[config.mk]
export PLATFORM = sky130hd
export DESIGN_NAME = obf_seqctrl_flat
export DESIGN_NICKNAME = d
export VERILOG_FILES = /design/src/rtl/obf_seqctrl_pkg.sv /design/src/rtl/obf_seqctrl_if.sv /design/src/rtl/obf_seqctrl_keyreg.sv /design/src/rtl/obf_seqctrl.sv /design/src/flat_wrapper.sv
export SDC_FILE = /design/constraint.sdc
export NUM_CORES = 1
export LEC_CHECK = 0
export ABC_AREA = 1
export BUFFER_PORTS_ARGS = -buffer_cell sky130_fd_sc_hd__buf_2
export CAP_MARGIN = 5
export CELL_PAD_IN_SITES_DETAIL_PLACEMENT = 1
export CELL_PAD_IN_SITES_GLOBAL_PLACEMENT = 2
export CORE_ASPECT_RATIO = 0.6
export CORE_MARGIN = 4
export CORE_UTILIZATION = 26
export CTS_CLUSTER_SIZE = 10
export DETAILED_ROUTE_END_ITERATION = 12
export GPL_TIMING_DRIVEN = 1
export PLACE_DENSITY_LB_ADDON = 0.1
export SLEW_MARGIN = 15
export SYNTH_ARGS = -nofsm -noshare
export SYNTH_HDL_FRONTEND = slang
export SYNTH_SLANG_ARGS = --single-unit
[constraint.sdc]
create_clock -name clk -period 3.7 [get_ports clk]
set_input_delay 0.74 -clock clk [delete_from_list [all_inputs] [get_ports clk]]
set_output_delay 0.74 -clock clk [all_outputs]
set_load 0.005 [all_outputs]
[src/rtl/obf_seqctrl_pkg.sv]
// Shared widths and FSM encodings for the obfuscation sequencing controller.
package obf_seqctrl_pkg;

   localparam int OBF_PPC_WIDTH = 4;
   localparam int OBF_KEY_WIDTH = 8;

   localparam logic [0:0] OBF_SEQ_IDLE = 1'b0;
   localparam logic [0:0] OBF_SEQ_RUN  = 1'b1;

endpackage

[src/rtl/obf_seqctrl_if.sv]
// Bundle of the IF-side, insngen-side and ID-side signals around obf_seqctrl.
interface obf_seqctrl_if
   import obf_seqctrl_pkg::*;
#(
   parameter int PPC_W = OBF_PPC_WIDTH,
   parameter int KEY_W = OBF_KEY_WIDTH
) ();

   logic             if_valid;
   logic [31:0]      if_insn;
   logic             if_ready;
   logic             id_freeze;
   logic             flush;
   logic             obf_en_i;
   logic [KEY_W-1:0] key_i;
   logic             key_load;
   logic [31:0]      ref_insn;
   logic [PPC_W-1:0] ppc_o;
   logic [KEY_W-1:0] obf_key;
   logic             obf_en_o;
   logic [31:0]      obf_insn;
   logic             obf_last;
   logic             obf_skip;
   logic             id_valid;
   logic [31:0]      id_insn;
   logic             seq_err;

   modport slave (
      input  if_valid, if_insn, id_freeze, flush, obf_en_i, key_i, key_load,
      input  obf_insn, obf_last, obf_skip,
      output if_ready, ref_insn, ppc_o, obf_key, obf_en_o, id_valid, id_insn, seq_err
   );

   modport master (
      output if_valid, if_insn, id_freeze, flush, obf_en_i, key_i, key_load,
      output obf_insn, obf_last, obf_skip,
      input  if_ready, ref_insn, ppc_o, obf_key, obf_en_o, id_valid, id_insn, seq_err
   );

endinterface

[src/rtl/obf_seqctrl_keyreg.sv]
// Active obfuscation key plus a pending copy that is only committed at sequence boundaries.
module obf_seqctrl_keyreg #(
   parameter int KEY_W = 8
) (
   input  logic             clk,
   input  logic             rst_n,
   input  logic             hold,
   input  logic             idle,
   input  logic             seq_end,
   input  logic             key_load,
   input  logic [KEY_W-1:0] key_i,
   output logic [KEY_W-1:0] key_o
);

   logic [KEY_W-1:0] key_d, key_q;
   logic [KEY_W-1:0] pend_key_d, pend_key_q;
   logic             pend_vld_d, pend_vld_q;

   always_comb begin
      key_d      = key_q;
      pend_key_d = pend_key_q;
      pend_vld_d = pend_vld_q;
      if (!hold) begin
         // a load arriving on the boundary cycle is newer than the pending one
         if (idle || seq_end) begin
            if (key_load) begin
               key_d = key_i;
            end else if (pend_vld_q) begin
               key_d = pend_key_q;
            end
            pend_vld_d = 1'b0;
         end else if (key_load) begin
            pend_key_d = key_i;
            pend_vld_d = 1'b1;
         end
      end
   end

   always_ff @(posedge clk) begin
      if (!rst_n) begin
         key_q      <= '0;
         pend_key_q <= '0;
         pend_vld_q <= 1'b0;
      end else begin
         key_q      <= key_d;
         pend_key_q <= pend_key_d;
         pend_vld_q <= pend_vld_d;
      end
   end

   assign key_o = key_q;

endmodule

[src/rtl/obf_seqctrl.sv]
// Steps the pseudo-PC through each substitution sequence and issues one registered
// sub-instruction per cycle to decode.
//   state | meaning
//   IDLE  | no sequence active; ready for a fetched instruction
//   RUN   | issuing sub-instructions of ref_insn, ppc_o advancing
module obf_seqctrl
   import obf_seqctrl_pkg::*;
#(
   parameter int PPC_W = OBF_PPC_WIDTH,
   parameter int KEY_W = OBF_KEY_WIDTH
) (
   input logic           clk,
   input logic           rst_n,
   obf_seqctrl_if.slave  bus
);

   logic [0:0]       state_d, state_q;
   logic [PPC_W-1:0] ppc_d, ppc_q;
   logic [31:0]      ref_d, ref_q;
   logic             en_d, en_q;
   logic             id_valid_d, id_valid_q;
   logic [31:0]      id_insn_d, id_insn_q;
   logic             seq_err_d, seq_err_q;
   logic [PPC_W:0]   ppc_sum;
   logic             is_idle, is_run, if_ready, accept, seq_end;

   assign is_idle  = (state_q == OBF_SEQ_IDLE);
   assign is_run   = (state_q == OBF_SEQ_RUN);
   assign if_ready = ~bus.id_freeze & ~bus.flush & (is_idle | (is_run & bus.obf_last));
   assign accept   = bus.if_valid & if_ready;
   // carry out of the extra bit flags a step past the last ppc slot
   assign ppc_sum  = {1'b0, ppc_q} + (PPC_W+1)'(1) + {{PPC_W{1'b0}}, bus.obf_skip};

   always_comb begin
      state_d    = state_q;
      ppc_d      = ppc_q;
      ref_d      = ref_q;
      en_d       = en_q;
      id_valid_d = id_valid_q;
      id_insn_d  = id_insn_q;
      seq_err_d  = seq_err_q;
      seq_end    = 1'b0;
      if (!bus.id_freeze) begin
         if (bus.flush) begin
            state_d    = OBF_SEQ_IDLE;
            ppc_d      = '0;
            id_valid_d = 1'b0;
            seq_end    = is_run;
         end else if (is_run) begin
            id_valid_d = 1'b1;
            id_insn_d  = bus.obf_insn;
            if (bus.obf_last) begin
               state_d = OBF_SEQ_IDLE;
               ppc_d   = '0;
               seq_end = 1'b1;
            end else if (ppc_sum[PPC_W]) begin
               seq_err_d = 1'b1;
               state_d   = OBF_SEQ_IDLE;
               ppc_d     = '0;
               seq_end   = 1'b1;
            end else begin
               ppc_d = ppc_sum[PPC_W-1:0];
            end
         end else begin
            id_valid_d = 1'b0;
         end
         if (accept) begin
            ref_d   = bus.if_insn;
            ppc_d   = '0;
            en_d    = bus.obf_en_i;
            state_d = OBF_SEQ_RUN;
         end
      end
   end

   always_ff @(posedge clk) begin
      if (!rst_n) begin
         state_q    <= OBF_SEQ_IDLE;
         ppc_q      <= '0;
         ref_q      <= '0;
         en_q       <= 1'b0;
         id_valid_q <= 1'b0;
         id_insn_q  <= '0;
         seq_err_q  <= 1'b0;
      end else begin
         state_q    <= state_d;
         ppc_q      <= ppc_d;
         ref_q      <= ref_d;
         en_q       <= en_d;
         id_valid_q <= id_valid_d;
         id_insn_q  <= id_insn_d;
         seq_err_q  <= seq_err_d;
      end
   end

   obf_seqctrl_keyreg #(.KEY_W(KEY_W)) u_keyreg (
      .clk      (clk),
      .rst_n    (rst_n),
      .hold     (bus.id_freeze),
      .idle     (is_idle),
      .seq_end  (seq_end),
      .key_load (bus.key_load),
      .key_i    (bus.key_i),
      .key_o    (bus.obf_key)
   );

   assign bus.if_ready = if_ready;
   assign bus.ref_insn = ref_q;
   assign bus.ppc_o    = ppc_q;
   assign bus.obf_en_o = en_q;
   assign bus.id_valid = id_valid_q;
   assign bus.id_insn  = id_insn_q;
   assign bus.seq_err  = seq_err_q;

endmodule

[src/flat_wrapper.sv]
// flat-port wrapper written by rule: the top's interface ports become plain ports
module obf_seqctrl_flat import obf_seqctrl_pkg::*;
#(
   parameter int PPC_W = OBF_PPC_WIDTH,
   parameter int KEY_W = OBF_KEY_WIDTH
)
  (clk, rst_n, bus_if_valid, bus_if_insn, bus_id_freeze, bus_flush, bus_obf_en_i, bus_key_i, bus_key_load, bus_obf_insn, bus_obf_last, bus_obf_skip, bus_if_ready, bus_ref_insn, bus_ppc_o, bus_obf_key, bus_obf_en_o, bus_id_valid, bus_id_insn, bus_seq_err);
  obf_seqctrl_if #(.PPC_W(PPC_W), .KEY_W(KEY_W)) bus_i ();
  input logic clk;
  input logic rst_n;
  input wire logic [$bits(bus_i.if_valid)-1:0] bus_if_valid;
  input wire logic [$bits(bus_i.if_insn)-1:0] bus_if_insn;
  input wire logic [$bits(bus_i.id_freeze)-1:0] bus_id_freeze;
  input wire logic [$bits(bus_i.flush)-1:0] bus_flush;
  input wire logic [$bits(bus_i.obf_en_i)-1:0] bus_obf_en_i;
  input wire logic [$bits(bus_i.key_i)-1:0] bus_key_i;
  input wire logic [$bits(bus_i.key_load)-1:0] bus_key_load;
  input wire logic [$bits(bus_i.obf_insn)-1:0] bus_obf_insn;
  input wire logic [$bits(bus_i.obf_last)-1:0] bus_obf_last;
  input wire logic [$bits(bus_i.obf_skip)-1:0] bus_obf_skip;
  output wire logic [$bits(bus_i.if_ready)-1:0] bus_if_ready;
  output wire logic [$bits(bus_i.ref_insn)-1:0] bus_ref_insn;
  output wire logic [$bits(bus_i.ppc_o)-1:0] bus_ppc_o;
  output wire logic [$bits(bus_i.obf_key)-1:0] bus_obf_key;
  output wire logic [$bits(bus_i.obf_en_o)-1:0] bus_obf_en_o;
  output wire logic [$bits(bus_i.id_valid)-1:0] bus_id_valid;
  output wire logic [$bits(bus_i.id_insn)-1:0] bus_id_insn;
  output wire logic [$bits(bus_i.seq_err)-1:0] bus_seq_err;
  assign bus_i.if_valid = bus_if_valid;
  assign bus_i.if_insn = bus_if_insn;
  assign bus_i.id_freeze = bus_id_freeze;
  assign bus_i.flush = bus_flush;
  assign bus_i.obf_en_i = bus_obf_en_i;
  assign bus_i.key_i = bus_key_i;
  assign bus_i.key_load = bus_key_load;
  assign bus_i.obf_insn = bus_obf_insn;
  assign bus_i.obf_last = bus_obf_last;
  assign bus_i.obf_skip = bus_obf_skip;
  assign bus_if_ready = bus_i.if_ready;
  assign bus_ref_insn = bus_i.ref_insn;
  assign bus_ppc_o = bus_i.ppc_o;
  assign bus_obf_key = bus_i.obf_key;
  assign bus_obf_en_o = bus_i.obf_en_o;
  assign bus_id_valid = bus_i.id_valid;
  assign bus_id_insn = bus_i.id_insn;
  assign bus_seq_err = bus_i.seq_err;
  obf_seqctrl #(.PPC_W(PPC_W), .KEY_W(KEY_W)) u_core (.clk(clk), .rst_n(rst_n), .bus(bus_i));
endmodule
# Word-level counts from Yosys, hierarchy flattened
# Cells that the tools add are included.
classes:
  n_shift: 0
  order_cmp: 0
  muxes: 21
  n_eq_ne: 0
  mul: 0
  n_bitwise: 10
  addsub: 2
  div: 0
  n_reduce_logical: 11
op_table:
  columns: ["operator", "n"]
  rows:
  - ["$mux W4", 5]
  - ["$mux W8", 2]
  - ["$mux W1", 14]
  - ["$reduce_and A3 Y1", 3]
  - ["$reduce_and A2 Y1", 3]
  - ["$add A4 B1 Y5 const B", 1]
  - ["$add A5 B1 Y5", 1]
  - ["$not A1 Y1", 5]
  - ["$reduce_and A5 Y1", 1]
  - ["$and A1 B1 Y1", 4]
  - ["$reduce_bool A2 Y1", 2]
  - ["$reduce_bool A3 Y1", 1]
  - ["$logic_or A1 B1 Y1", 1]
  - ["$or A1 B1 Y1", 1]
totals:
  register_bits: 89
  ramBits: 0
  latch_bits: 0
  inputBits: 81
  out_inout_bits: 80
  mem_count: 0
  rom_bits: 0

# Depth between registers and ports, before layout
depth:
  depth_word: 10
  depth_mapped: 12

# Hierarchy
# From an unflattened synthesis, not the netlist that was laid out.
hier_totals:
  hier_cells: 474
  area_unflattened_um2: 3525.9
modules_own_cells:
  columns: ["mod", "area_per_inst_um2", "seq_area_each_um2", "instances", "cells_per_inst"]
  rows:
  - ["obf_seqctrl", 2697.6, 1441.4, 1, 352]
  - ["obf_seqctrl_keyreg", 828.3, 340.3, 1, 122]

# Worst setup path after synthesis
# No wires, ideal clock.
synth_timing:
  path_type: "input -> register"
  from: "input port bus_obf_skip"
  to: "register u_core.u_keyreg.key_q[1] (netlist: u_core.u_keyreg.key_o[1])"
  arrival_time_ns: 1.811
  setup_ns: 0.115
  t_required_ns: 3.585
  cell_stages: 12
  slack_ns: 1.774
  cell_sequence: "inv_1 ha_1 inv_1 ha_1 nand3_1 nand2_1 nand2_1 nand2_2 buf_6 nand3_1 nand2_1 nor2_1"
synth_between:
  elab_chain_cells: 8
synth_lines:
  columns: ["item", "line_no", "text"]
  rows:
  - ["from (decl)", "flat_wrapper.sv:20", "input wire logic [$bits(bus_i.obf_skip)-1:0] bus_obf_skip;"]
  - ["$add A5 B1 Y5", "obf_seqctrl.sv:32", "assign ppc_sum = {1'b0, ppc_q} + (PPC_W+1)'(1) + {{PPC_W{1'b0}}, bus.obf_skip};"]
  - ["$mux W1", "obf_seqctrl.sv:56", "end else if (ppc_sum[PPC_W]) begin"]
  - ["$mux W1", "obf_seqctrl.sv:52", "if (bus.obf_last) begin"]
  - ["$mux W1", "obf_seqctrl.sv:49", "end else if (is_run) begin"]
  - ["$mux W1", "obf_seqctrl.sv:44", "if (bus.flush) begin"]
  - ["$mux W1", "obf_seqctrl.sv:43", "if (!bus.id_freeze) begin"]
  - ["$logic_or A1 B1 Y1", "obf_seqctrl_keyreg.sv:25", "if (idle || seq_end) begin"]
  - ["$reduce_and A3 Y1 (no line)", null, null]
  - ["to (signal assigned)", "obf_seqctrl_keyreg.sv:45", "key_q <= key_d;"]
  - ["to (decl)", "obf_seqctrl_keyreg.sv:15", "logic [KEY_W-1:0] key_d, key_q;"]
# No other way between the ends.
# A chain may end at the register's enable or synchronous reset.

# Worst setup path after layout
layout_timing:
  from: "input port bus_id_freeze"
  to: "register u_core.id_insn_q[20] (netlist: u_core.bus.id_insn[20])"
layout_between:
  elab_chain_cells: 2
layout_lines:
  columns: ["item", "line_no", "text"]
  rows:
  - ["from (decl)", "flat_wrapper.sv:13", "input wire logic [$bits(bus_i.id_freeze)-1:0] bus_id_freeze;"]
  - ["$not A1 Y1", null, null]
  - ["$reduce_and A3 Y1 (no line)", null, null]
  - ["to (signal assigned)", "obf_seqctrl.sv:91", "id_insn_q <= id_insn_d;"]
  - ["to (decl)", "obf_seqctrl.sv:22", "logic [31:0] id_insn_d, id_insn_q;"]
# No other way between the ends.

==> flow_summary.toml <==
[synthesis]
ys_seq_area_share_pct = 51.74
synth_top_area_cell = "dfxtp_1"
yosysWarnings = 0
synthCells = 459
syn_nets = 542
synth_top_cells_by_area = "dfxtp_1 (52%), nand2_1 (11%), nor2_1 (11%), a21oi_1 (6.8%), o21ai_0 (6.0%)"
synth_area_um2 = 3443
syn_area_per_cell_um2 = 7.502
synth.top_cell.area_share_pct = 51.74
synth_cell_type_count = 20
synth-seq-cells = 89

[sta]
fmax_mhz = 432.3
hold_ws_ns = 0.4532
setup-tns-final_ns = 0
finalMaxSlewViolations = 0
fin_crit_ns = 2.313
hold_viol = 0
skew_ns = 0.004058
max_slew_margin_pct = 31.70
rsz0062_at_grt = "false"
min_period_over_period_pct = 62.51
worst_pin_slew_ns = 1.023
setup_viol = 0

[setup_path]
start_kind = "input pin"
cp_data_required_time_ns = 3.96
crit_chain = "buf_2 > nor2_4 > nand2_2 > inv_1 > nor2_1 > nor2_1"
worstPathArrival_ns = 2.58
path_common_cell = "nor2_1"
cpPeakStageDelay_ns = 0.89
crit_fanout = 34
worst-setup-path-type = "in -> reg"
worst_setup_path_end_kind = "register"
crit_path_top_delay_cell = "inv_1"

[routing]
drt.antenna.violating_nets = 0
routedWlPerCell_um = 14.58
drc = 0
via_per_inst = 4.412
routed_wl_um = 11330
firstDrtPassIters = 4
num_vias = 3428
drt_iter0_markers = 123

[cts]
cts_tree = "done"
clock-sinks = 89
post_cts_resized = 0
clock-root-buffer = "clkbuf_16"
cts-buffers-inserted = 9
clk_latency_ns = 0.33
holdBufCountCts = 0
htreeDepth = 3
postCtsSetupRepairBufs = 0
clock_path_buffers = 2
cts.reportedPaths.clkPinSlew_ns = 0.06

[global_routing]
grt_max_degree = 54
track_usage_pct = 14.70
overflow = 0
grt_pass1_wl_um = 18020
antenna_found_initial = 1
grt_pass1_vias = 3521

[floorplanning]
start_util_pct = 26.71
die_x_um = 156.6
dieHeight_um = 97.14
core-area_um2 = 12890
ios = 161
num_rows = 32
die-area_um2 = 15210

[placement]
dp_cells = 763
portBuffers = 160
place_congestion = 0.7849
hpwl_um = 8155

[layout]
final_cells = 777
area_growth_pct = 32.49
drive_gt1_share_pct = 30.15
fin_nets = 687
post-route-util_pct = 35.38
diodes = 0
fill_cells = 1627

[power_and_ir_drop]
pwr_density_cell_nw_per_um2 = 437.7
ir_worst_vdd_v = 0.0001938
p_leak_nw = 2.137
p_total_mw = 1.997

[min_path]
min_path_type = "reg -> reg"

[outcome]
outcome = "finished clean"

[flow_run]
max-cap-violations = 0
cells by family (layout without fill, tap and decap cells):
group,after synthesis,after routing,synth area share [%]
DFF,89,89,51.74
and+or+nand+nor,223,223,25.73
AOI/OAI and AO/OA,98,98,15.26
adders and majority gates,2,2,0.7266
buffers and inverters,47,195,6.541
state kept, by name, indices dropped and copies added, names as in the netlist:
register                    flops
u_core.bus.obf_en_o             1
u_core.bus.ref_insn            32
u_core.is_run                   1
u_core.u_keyreg.pend_key_q      8
u_core.bus.ppc_o                4
u_core.bus.id_insn             32
u_core.bus.seq_err              1
u_core.u_keyreg.pend_vld_q      1
u_core.u_keyreg.key_o           8
u_core.bus.id_valid             1
cell type report:
| cell class | count | area (um^2) | area share, % |
|---|---|---|---|
| inverters | 21 | 78.83 | 1.728 |
| clock buffers | 10 | 229.0 | 5.019 |
| well taps | 170 | 212.7 | 4.663 |
| repair buffers | 160 | 800.8 | 17.55 |
| clock inverters | 4 | 22.52 | 0.4937 |
| multi-input cells | 323 | 1436 | 31.49 |
| flip-flops and latches | 89 | 1782 | 39.06 |
Yosys cell counts:
library cell,n
nand2_1,105
inv_1,18
nand4_1,1
buf_6,3
a21oi_2,1
inv_2,3
nand3_4,1
a21oi_1,47
buf_2,6
a21boi_0,8
a21oi_4,1
buf_4,5
nor2_1,98
dfxtp_1,89
nand2_2,3
o21ai_0,41
nor2_4,1
clkbuf_1,12
nand3_1,14
ha_1,2
worst max-delay path: cells and delay by family:
family / cells / cell delay [ns]
buffers and inverters: 2 / 1.05
AND/OR/NAND/NOR: 4 / 0.76
per-layer routing:
layer	GRT usage, %	share of wire, %
met1	19.29	47
met2	22.17	42
met3	7.121	11
met4	2.600	0.57
met5	0	0.097
power breakdown:
group          switching, mW  internal [mW]
Combinational          0.108         0.0822
Sequential            0.0144          0.985
Clock                  0.362          0.444
final timing paths:
kind | endpoint | slack [ns] | cells past startpoint | from
max | u_core.bus.id_insn[20] | 1.39 | 6 | bus_id_freeze
min | u_core.bus.seq_err | 0.45 | 2 | u_core.bus.seq_err
max reg2reg | u_core.bus.id_insn[20] | 1.64 | 4 | u_core.is_run
min reg2reg | u_core.bus.seq_err | 0.45 | 2 | u_core.bus.seq_err
metrics by stage:
stage               instance area [um^2]  worst slack [ns]
floorplan                           3443             1.774
global placement                    4310             1.028
detailed placement                  4310            0.9937
CTS                                 4562             1.341
global route                        4562             1.113
finish                              4562             1.387
placed cells by master, fill, tap and decap left out, types with 2 or more instances in the layout:
master	n
buf_2	160
inv_2	3
o21ai_0	41
nand3_1	14
clkbuf_16	9
inv_1	18
dfxtp_1	89
ha_1	2
a21oi_1	47
nor2_1	98
nand2_1	105
clkinv_2	3
nand2_2	3
a21boi_0	8
Note: power is estimated with default switching activity, not from simulation.
